[src/rtl/dff_debounce.sv]
// Debounce and edge-detect stage for a raw flip-flop/latch level.
// Optional two-flop input synchronizer enabled by defining DEBOUNCE_SYNC_EN.
module dff_debounce #(
  parameter int STABLE_CYCLES = 16,
  parameter int CNT_W         = $clog2(STABLE_CYCLES + 1)
) (
  input  logic clk,
  input  logic rst_n,
  input  logic d,
  output logic q,
  output logic qbar,
  output logic rise,
  output logic fall,
  output logic busy
);

  typedef enum logic [1:0] {
    ST_LOW       = 2'd0,
    ST_RISE_PEND = 2'd1,
    ST_HIGH      = 2'd2,
    ST_FALL_PEND = 2'd3
  } state_t;

  localparam logic [CNT_W-1:0] CNT_ZERO  = CNT_W'(32'd0);
  localparam logic [CNT_W-1:0] CNT_ONE   = CNT_W'(32'd1);
  localparam logic [CNT_W-1:0] CNT_LAST  = CNT_W'(STABLE_CYCLES);
  localparam logic             SKIP_PEND = (STABLE_CYCLES == 32'sd1);

  logic             samp_s;
  state_t           state_r, state_nx_s;
  logic [CNT_W-1:0] cnt_r, cnt_nx_s, cnt_inc_s;
  logic             rise_nx_s, fall_nx_s, q_nx_s, busy_nx_s;
  logic             q_r, qbar_r, rise_r, fall_r, busy_r;

`ifdef DEBOUNCE_SYNC_EN
  logic sync1_r, sync2_r;

  // Two-flop synchronizer for a d that is asynchronous to clk.
  always_ff @(posedge clk or negedge rst_n) begin
    if (!rst_n) begin
      sync1_r <= 1'b0;
      sync2_r <= 1'b0;
    end else begin
      sync1_r <= d;
      sync2_r <= sync1_r;
    end
  end

  assign samp_s = sync2_r;
`else
  assign samp_s = d;
`endif

  // cnt holds the number of matching samples already seen; the current one makes cnt+1.
  assign cnt_inc_s = cnt_r + CNT_ONE;

  // Next-state, counter and pulse logic of the filter FSM.
  always_comb begin
    state_nx_s = state_r;
    cnt_nx_s   = cnt_r;
    rise_nx_s  = 1'b0;
    fall_nx_s  = 1'b0;
    case (state_r)
      ST_LOW: begin
        if (samp_s) begin
          if (SKIP_PEND) begin
            state_nx_s = ST_HIGH;
            rise_nx_s  = 1'b1;
            cnt_nx_s   = CNT_ZERO;
          end else begin
            state_nx_s = ST_RISE_PEND;
            cnt_nx_s   = CNT_ONE;
          end
        end else begin
          cnt_nx_s = CNT_ZERO;
        end
      end
      ST_RISE_PEND: begin
        if (!samp_s) begin
          state_nx_s = ST_LOW;
          cnt_nx_s   = CNT_ZERO;
        end else if (cnt_inc_s == CNT_LAST) begin
          state_nx_s = ST_HIGH;
          rise_nx_s  = 1'b1;
          cnt_nx_s   = CNT_ZERO;
        end else begin
          cnt_nx_s = cnt_inc_s;
        end
      end
      ST_HIGH: begin
        if (!samp_s) begin
          if (SKIP_PEND) begin
            state_nx_s = ST_LOW;
            fall_nx_s  = 1'b1;
            cnt_nx_s   = CNT_ZERO;
          end else begin
            state_nx_s = ST_FALL_PEND;
            cnt_nx_s   = CNT_ONE;
          end
        end else begin
          cnt_nx_s = CNT_ZERO;
        end
      end
      ST_FALL_PEND: begin
        if (samp_s) begin
          state_nx_s = ST_HIGH;
          cnt_nx_s   = CNT_ZERO;
        end else if (cnt_inc_s == CNT_LAST) begin
          state_nx_s = ST_LOW;
          fall_nx_s  = 1'b1;
          cnt_nx_s   = CNT_ZERO;
        end else begin
          cnt_nx_s = cnt_inc_s;
        end
      end
      default: begin
        state_nx_s = ST_LOW;
        cnt_nx_s   = CNT_ZERO;
      end
    endcase
    q_nx_s    = (state_nx_s == ST_HIGH) || (state_nx_s == ST_FALL_PEND);
    busy_nx_s = (state_nx_s == ST_RISE_PEND) || (state_nx_s == ST_FALL_PEND);
  end

  // State, counter and registered outputs; q and qbar load from the same next value.
  always_ff @(posedge clk or negedge rst_n) begin
    if (!rst_n) begin
      state_r <= ST_LOW;
      cnt_r   <= CNT_ZERO;
      q_r     <= 1'b0;
      qbar_r  <= 1'b1;
      rise_r  <= 1'b0;
      fall_r  <= 1'b0;
      busy_r  <= 1'b0;
    end else begin
      state_r <= state_nx_s;
      cnt_r   <= cnt_nx_s;
      q_r     <= q_nx_s;
      qbar_r  <= ~q_nx_s;
      rise_r  <= rise_nx_s;
      fall_r  <= fall_nx_s;
      busy_r  <= busy_nx_s;
    end
  end

  assign q    = q_r;
  assign qbar = qbar_r;
  assign rise = rise_r;
  assign fall = fall_r;
  assign busy = busy_r;

endmodule

[config.mk]
export PLATFORM = sky130hd
export DESIGN_NAME = dff_debounce
export DESIGN_NICKNAME = d
export VERILOG_FILES = /design/src/rtl/dff_debounce.sv
export SDC_FILE = /design/constraint.sdc
export NUM_CORES = 1
export LEC_CHECK = 0
export ABC_AREA = 0
export CORE_AREA = 4 4 41 43
export CTS_CLUSTER_SIZE = 28
export DETAILED_ROUTE_END_ITERATION = 8
export DIE_AREA = 0 0 45 47
export MAX_ROUTING_LAYER = met4
export PLACE_DENSITY_LB_ADDON = 0.3
export SLEW_MARGIN = 40
export SYNTH_ARGS = -nofsm -noshare
export SYNTH_HDL_FRONTEND = slang
export SYNTH_SLANG_ARGS = --single-unit
[constraint.sdc]
create_clock -name clk -period 1.85 [get_ports clk]
set_clock_uncertainty 0.1 [all_clocks]
set_input_delay 0.185 -clock clk [delete_from_list [all_inputs] [get_ports clk]]
set_output_delay 0.185 -clock clk [all_outputs]
set_load 0.01 [all_outputs]
==> Yosys cells after proc, flatten, opt, wreduce, memory -nomap -nowiden <==
Index checks and enable logic that the tools add are counted.
{ "totals": {"inputBits": 3, "regBits": 12} }
{ "classes": {"n_reduce_logical": 3, "n_bitwise": 1, "mux": 18, "n_addsub": 1, "eq_ne": 7} }
{ "ops": {"columns": ["op", "n"], "rows": [
  ["5-bit case mux with 4 select lines", 1],
  ["5-bit 2-to-1 mux", 3],
  ["2-bit 2-to-1 mux", 6],
  ["2-bit equality test, second input constant", 4],
  ["2-bit case mux with 4 select lines", 1],
  ["1-bit 2-to-1 mux", 7],
  ["5-bit by 1-bit adder with 5-bit output, second input constant", 1],
  ["5-bit equality test, second input constant", 1],
  ["2-bit by 1-bit equality test with 1-bit output, second input constant", 2],
  ["2-bit zero test", 1],
  ["1-bit logical OR", 2],
  ["1-bit NOT", 1]
]} }

==> Logic depth before layout (Yosys ltp) <==
Gate-level depths: netlist of run 1.
{ "depth": {"word_depth": 8, "mapped_depth": 5} }

==> Worst setup path before layout of run 1 <==
Ideal clock, no wire load.
{ "synth_path": {"path_kind": "reg2reg", "from": "register cnt_r[0]", "to": "register state_r[1]", "arrival_time_ns": 1.341, "path_stages_with_launch": 6, "setup_slack_ns": 0.284, "t_required_ns": 1.625, "path_cell_list": "dfrtp_1 -> ha_1 -> and2_4 -> and3_1 -> buf_6 -> mux2_4"} }
{ "synth_between": {"elab_chain_cells": 5, "word_cells_on_any_way": 7} }
{ "synth_rtl": {"columns": ["item", "line_no", "source"], "rows": [
  ["from (decl)", "31", "logic [CNT_W-1:0] cnt_r, cnt_nx_s, cnt_inc_s;"],
  ["from (signal assigned)", "137", "cnt_r <= cnt_nx_s;"],
  ["5-bit by 1-bit adder with 5-bit output *", "55", "assign cnt_inc_s = cnt_r + CNT_ONE;"],
  ["5-bit equality test *", "82, 108", null],
  ["2-bit 2-to-1 mux (on tied branches)", "108, 82", null],
  ["2-bit 2-to-1 mux (on tied branches)", "105, 79", null],
  ["2-bit case mux with 4 select lines *", "63", "case (state_r)"],
  ["to (signal assigned)", "136", "state_r <= state_nx_s;"],
  ["to (decl)", "30", "state_t state_r, state_nx_s;"]
]} }
Mark *: on every way between the ends. The rest lies on a longest branch, timed or not.

==> Worst setup path after layout of run 1 <==
Same ends and word-level chain as after synthesis.

==> results.json, run 1 <==
{
  "timing.max_cap.violations": 0,
  "hpwl_um": 560,
  "cts-hold-fix-buffers": 0,
  "drive_gt1_frac": 0.154,
  "io_buffers": 7,
  "r2r-end": "state_r[1]",
  "overflow": 0,
  "clk_latency_ns": 0.26,
  "drc": 0,
  "cts-root-buf": "clkbuf_4",
  "path_delay_family": "simple AND/OR/NAND/NOR gates",
  "worst-r2r-setup-slack_ns": 0.25,
  "layout.cells.non_filler": 67,
  "drtIter0Drc": 2,
  "async_reset_ff_frac": 1.00,
  "ys_types": 21,
  "cts_buffer_depth": 2,
  "std_cell_rows": 13,
  "peakVddDrop_mv": 0.330,
  "max_freq_ghz": 0.626,
  "fin_crit_sh": 0.863,
  "finalWirelength_um": 755,
  "cts_resized": 0,
  "run_status": "finished, final reports clean",
  "worstPathArrival_ns": 1.64,
  "slowest_stage": "dfrtp_1",
  "synth.avg_cell_area_um2": 11.8,
  "grt_pass1_vias": 304,
  "leakage_nw": 0.269,
  "post-route-util": 0.458,
  "slew_headroom": 0.668,
  "gp_congestion": 0.671,
  "ios": 8,
  "core_mm2": 0.00130,
  "final_nets": 57,
  "clk_pin_slew_ns": 0.07,
  "place_inst": 63,
  "numCtsBuffers": 3,
  "drv_slew": 0,
  "ys_top_cells_by_area": "dfrtp_1 52%, dfstp_2 5.4%, mux2i_1 4.1%",
  "synth_commonest_cells": "10 x dfrtp_1, 5 x nor2_1, 3 x nand2b_1",
  "htree_levels": 1,
  "synth_edf_count": 0,
  "die_height_um": 47,
  "max_stage_delay_ns": 0.40,
  "n_antenna_cell": 0,
  "via_per_inst": 4.57,
  "ys.flop_type": "dfrtp_1",
  "dieArea_mm2": 0.00212,
  "cts_tree": "yes",
  "drtPass1Iterations": 2,
  "path_cells": "ha_1 > and2_4 > and3_1 > mux2_4",
  "crit_fanout": 6,
  "postRouteAntennaNets": 0,
  "die_w_um": 45,
  "ys_ff_latch": 11,
  "yosysTopAreaCell": "dfrtp_1",
  "worstPathRequired_ns": 1.89,
  "grt_max_degree": 12,
  "start_kind": "register",
  "track_usage": 0.0967,
  "period_minus_slack_ns": 1.60,
  "vias": 306,
  "ys_warn_count": 0,
  "clock_sinks": 11,
  "ff2ff_path_depth": 4,
  "setup_viol": 0,
  "path_class": "register to register",
  "synthCells": 41,
  "end_kind": "register",
  "antenna_found_initial": 0,
  "yosys.area.top_type_share": 0.517,
  "power_density_mw_per_mm2": 730,
  "syn_area_um2": 484,
  "avgRoutedWirePerCell_um": 11.3,
  "min_path_type": "primary input to asynchronous set/reset pin",
  "grt_setup_unrepaired": "no",
  "total_power_uw": 435,
  "r2r-start": "cnt_r[0]",
  "synth.yosys.seq_area_share": 0.571,
  "synth_nets": 45,
  "grt_pass1_wl_um": 1350,
  "setup_tns_ns": 0,
  "yosysMostFrequentCell": "dfrtp_1",
  "fin_hold_ws_ns": 0.153,
  "post-cts-setup-buffer-count": 0,
  "area_growth_pct": 23.0,
  "worst_pin_slew_ns": 0.497,
  "crit_buf_inv": 0,
  "hold_violations": 0,
  "start_util": 0.372
}
==> layout by cell type (no fill, tap or decap), drive strengths merged, types with 2 or more instances in the layout <==
cell type,instances
nand2b,3
a21oi,2
mux2i,2
nor2,5
dfrtp,10
xnor2,2
clkdlybuf4s50,7
and3b,2
nand2,3
clkbuf,4
==> sequential cells by signal, indices dropped and copies added, names as in the netlist <==
register	flops
fall	1
qbar	1
busy	1
state_r	2
cnt_r	5
rise	1
==> area by class of cell <==
type / instances / area, um^2
Clock buffer: 4 / 26.3
Tap cell: 15 / 18.8
Sequential cell: 11 / 277
Inverter: 1 / 3.75
Timing Repair Buffer: 8 / 77.6
Multi-Input combinational cell: 28 / 193
Fill cell: 143 / 706
==> worst max-delay path by stage <==
stage	from	endpoint	slack [ns]	cells after the start
3_5_place_dp	cnt_r[0]	state_r[1]	0.26	4
3_3_place_gp	cnt_r[0]	state_r[1]	0.30	4
2_1_floorplan	cnt_r[0]	state_r[1]	0.28	5
4_1_cts	cnt_r[0]	state_r[1]	0.24	4
6_report	cnt_r[0]	state_r[1]	0.25	4
5_1_grt	cnt_r[0]	state_r[1]	0.18	4
==> cells by family (layout without fill, tap and decap cells) <==
group                      Yosys count  in the layout  share of synthesized area
xor gates and xnor gates             3              3                     0.0543
buffers and inverters                2             13                     0.0310
and+or+nand+nor                     17             17                      0.199
DFF                                 11             11                      0.571
AOI/OAI and AO/OA                    4              4                     0.0465
adders and majority gates            1              1                     0.0258
muxes                                3              3                     0.0723
==> routing by layer <==
| layer | vias to the layer above | GRT usage | part of all wire |
|---|---|---|---|
| li1 | 157 | - | - |
| met1 | 143 | 0.127 | 0.53 |
| met2 | 4 | 0.116 | 0.41 |
| met3 | 2 | 0.0268 | 0.041 |
| met4 | 0 | 0.0877 | 0.013 |
| met5 | - | - | 0 |
==> power by group <==
part / total [mW] / switching, mW / leakage [nW] / internal [mW]
combinational: 0.0266 / 0.0139 / 0.111 / 0.0128
clock: 0.158 / 0.0751 / 0.0150 / 0.0833
sequential: 0.250 / 0.00404 / 0.143 / 0.246
==> metrics by stage <==
stage | setup WS, ns | area [um^2]
4_1_cts | 0.238 | 596
5_1_grt | 0.176 | 596
3_3_place_gp | 0.299 | 569
3_5_place_dp | 0.257 | 569
2_1_floorplan | 0.284 | 484
6_report | 0.253 | 596
(Power assumes the default switching activity.)
==> inputs of run 2 (changes only) <==
Settings changed: CORE_AREA 4 4 41 43 to 2 2 39 41, DIE_AREA 0 0 45 47 to 0 0 41 43, SETUP_SLACK_MARGIN from default to 0.05, SKIP_LAST_GASP from default to 1.
==> run 2 against run 1 <==
  * Worst setup slack improved by 0.014 ns
  * Global-route usage increased by 0.64 points
  * Wire length decreased by 12%
  * Combinational power decreased by 2%
  * Non-clock buffer count unchanged
  * Total power decreased by 0.74%
  * Final area increased by 0.21%
  * First-iteration DRC count increased by 100%
  * Sequential cell count unchanged
  * Sequential share of layout area decreased by 0.097 points
  * Critical path type unchanged
  * Highest routed layer is now met3
==> results.json, run 2 (synthesis results as in run 1) <==
{
  "hold_violations": 0,
  "cts_buffer_depth": 2,
  "largest_reg_flops": 5,
  "end_kind": "register",
  "core_mm2": 0.00138,
  "power_density_mw_per_mm2": 723,
  "post-cts-setup-buffer-count": 0,
  "worst-r2r-setup-slack_ns": 0.27,
  "setup_viol": 0,
  "run_status": "finished, final reports clean",
  "avgRoutedWirePerCell_um": 9.81,
  "n_antenna_cell": 0,
  "antenna_found_initial": 0,
  "fin_hold_ws_ns": 0.145,
  "die_height_um": 43,
  "peakVddDrop_mv": 0.366,
  "cts-hold-fix-buffers": 0,
  "via_per_inst": 4.46,
  "cts_resized": 0,
  "fill_cells": 127,
  "grt_max_degree": 12,
  "area_growth_pct": 23.3,
  "leakage_nw": 0.269,
  "clock_sinks": 11,
  "fin_crit_sh": 0.856,
  "numCtsBuffers": 3,
  "crit_fanout": 6,
  "grt_setup_unrepaired": "no",
  "reg_top3": "cnt_r (5), state_r (2)",
  "cts-root-buf": "clkbuf_4",
  "drv_slew": 0,
  "start_util": 0.350,
  "path_class": "register to register",
  "postRouteAntennaNets": 0,
  "dieArea_mm2": 0.00176,
  "io_buffers": 7,
  "gp_congestion": 0.761,
  "clk_latency_ns": 0.26,
  "cts_tree": "yes",
  "htree_levels": 1,
  "finalWirelength_um": 667,
  "final_nets": 57,
  "track_usage": 0.103,
  "grt_pass1_wl_um": 1190,
  "hpwl_um": 508,
  "min_path_type": "primary input to asynchronous set/reset pin",
  "grt_pass1_vias": 280,
  "clk_pin_slew_ns": 0.06,
  "timing.max_cap.violations": 0,
  "worstPathRequired_ns": 1.90,
  "final_common_cell": "dfrtp_1",
  "start_kind": "register",
  "overflow": 0,
  "drtIter0Drc": 4,
  "worst_pin_slew_ns": 0.464,
  "period_minus_slack_ns": 1.58,
  "drive_gt1_frac": 0.154,
  "ios": 8,
  "worstPathArrival_ns": 1.63,
  "die_w_um": 41,
  "drc": 0,
  "std_cell_rows": 14,
  "drtPass1Iterations": 4,
  "setup_tns_ns": 0,
  "vias": 303,
  "final_cell_mix": "10 x dfrtp_1, 7 x clkdlybuf4s50_1, 5 x nor2_1",
  "slew_headroom": 0.689,
  "max_freq_ghz": 0.632,
  "regMostFlops": "cnt_r"
}
==> run 2: cell counts in the layout (fill, tap and decap cells not counted) <==
No cell type changed its count.
==> run 2: path summary, 6_finish.rpt <==
check	to	start	depth (start not counted)
min in group clk	cnt_r[0]	state_r[0]	1
setup / recovery	state_r[1]	cnt_r[0]	4
setup reg to reg	state_r[1]	cnt_r[0]	4
max in group asynchronous	qbar	rst_n	1
hold reg to reg	cnt_r[0]	state_r[0]	1
hold / removal	cnt_r[3]	rst_n	1
==> run 2: critical path, stage by stage, from the launching register on <==
cell and delay (ns):
dfrtp_1 0.39, ha_1 0.21, and2_4 0.16, and3_1 0.29
mux2_4 0.32
==> run 2: area by class of cell <==
type	count	area, um^2	area share
clock buffer	4	26.3	0.0440
inverter	1	3.75	0.00629
multi-input combinational	28	193	0.323
sequential	11	277	0.463
tap	16	20.0	0.0335
timing repair buffer	8	77.6	0.130
==> run 2: per-stage QoR <==
step	utilization	cells	cell area [um^2]	setup slack (ns)	power (mW)
5_1_grt	0.431	68	597	0.176	0.457
3_5_place_dp	0.412	64	571	0.272	0.281
3_3_place_gp	0.412	64	571	0.302	0.281
2_1_floorplan	-	41	484	0.284	0.265
6_report	0.431	68	597	0.267	0.431
4_1_cts	0.431	68	597	0.254	0.442
==> run 2: per-layer routing <==
| metal | share of wire | GRT usage | routed length [um] | up-vias |
|---|---|---|---|---|
| li1 | - | - | - | 157 |
| met1 | 0.50 | 0.152 | 331 | 142 |
| met2 | 0.48 | 0.131 | 318 | 4 |
| met3 | 0.025 | 0.0314 | 17 | 0 |
| met4 | 0 | 0.0400 | 0 | 0 |
| met5 | 0 | - | 0 | - |
==> run 2: power breakdown <==
group | internal [mW] | switching (mW) | leakage, nW | total (mW)
sequential | 0.246 | 0.00397 | 0.143 | 0.250
clock | 0.0832 | 0.0723 | 0.0150 | 0.156
combinational | 0.0127 | 0.0135 | 0.111 | 0.0262
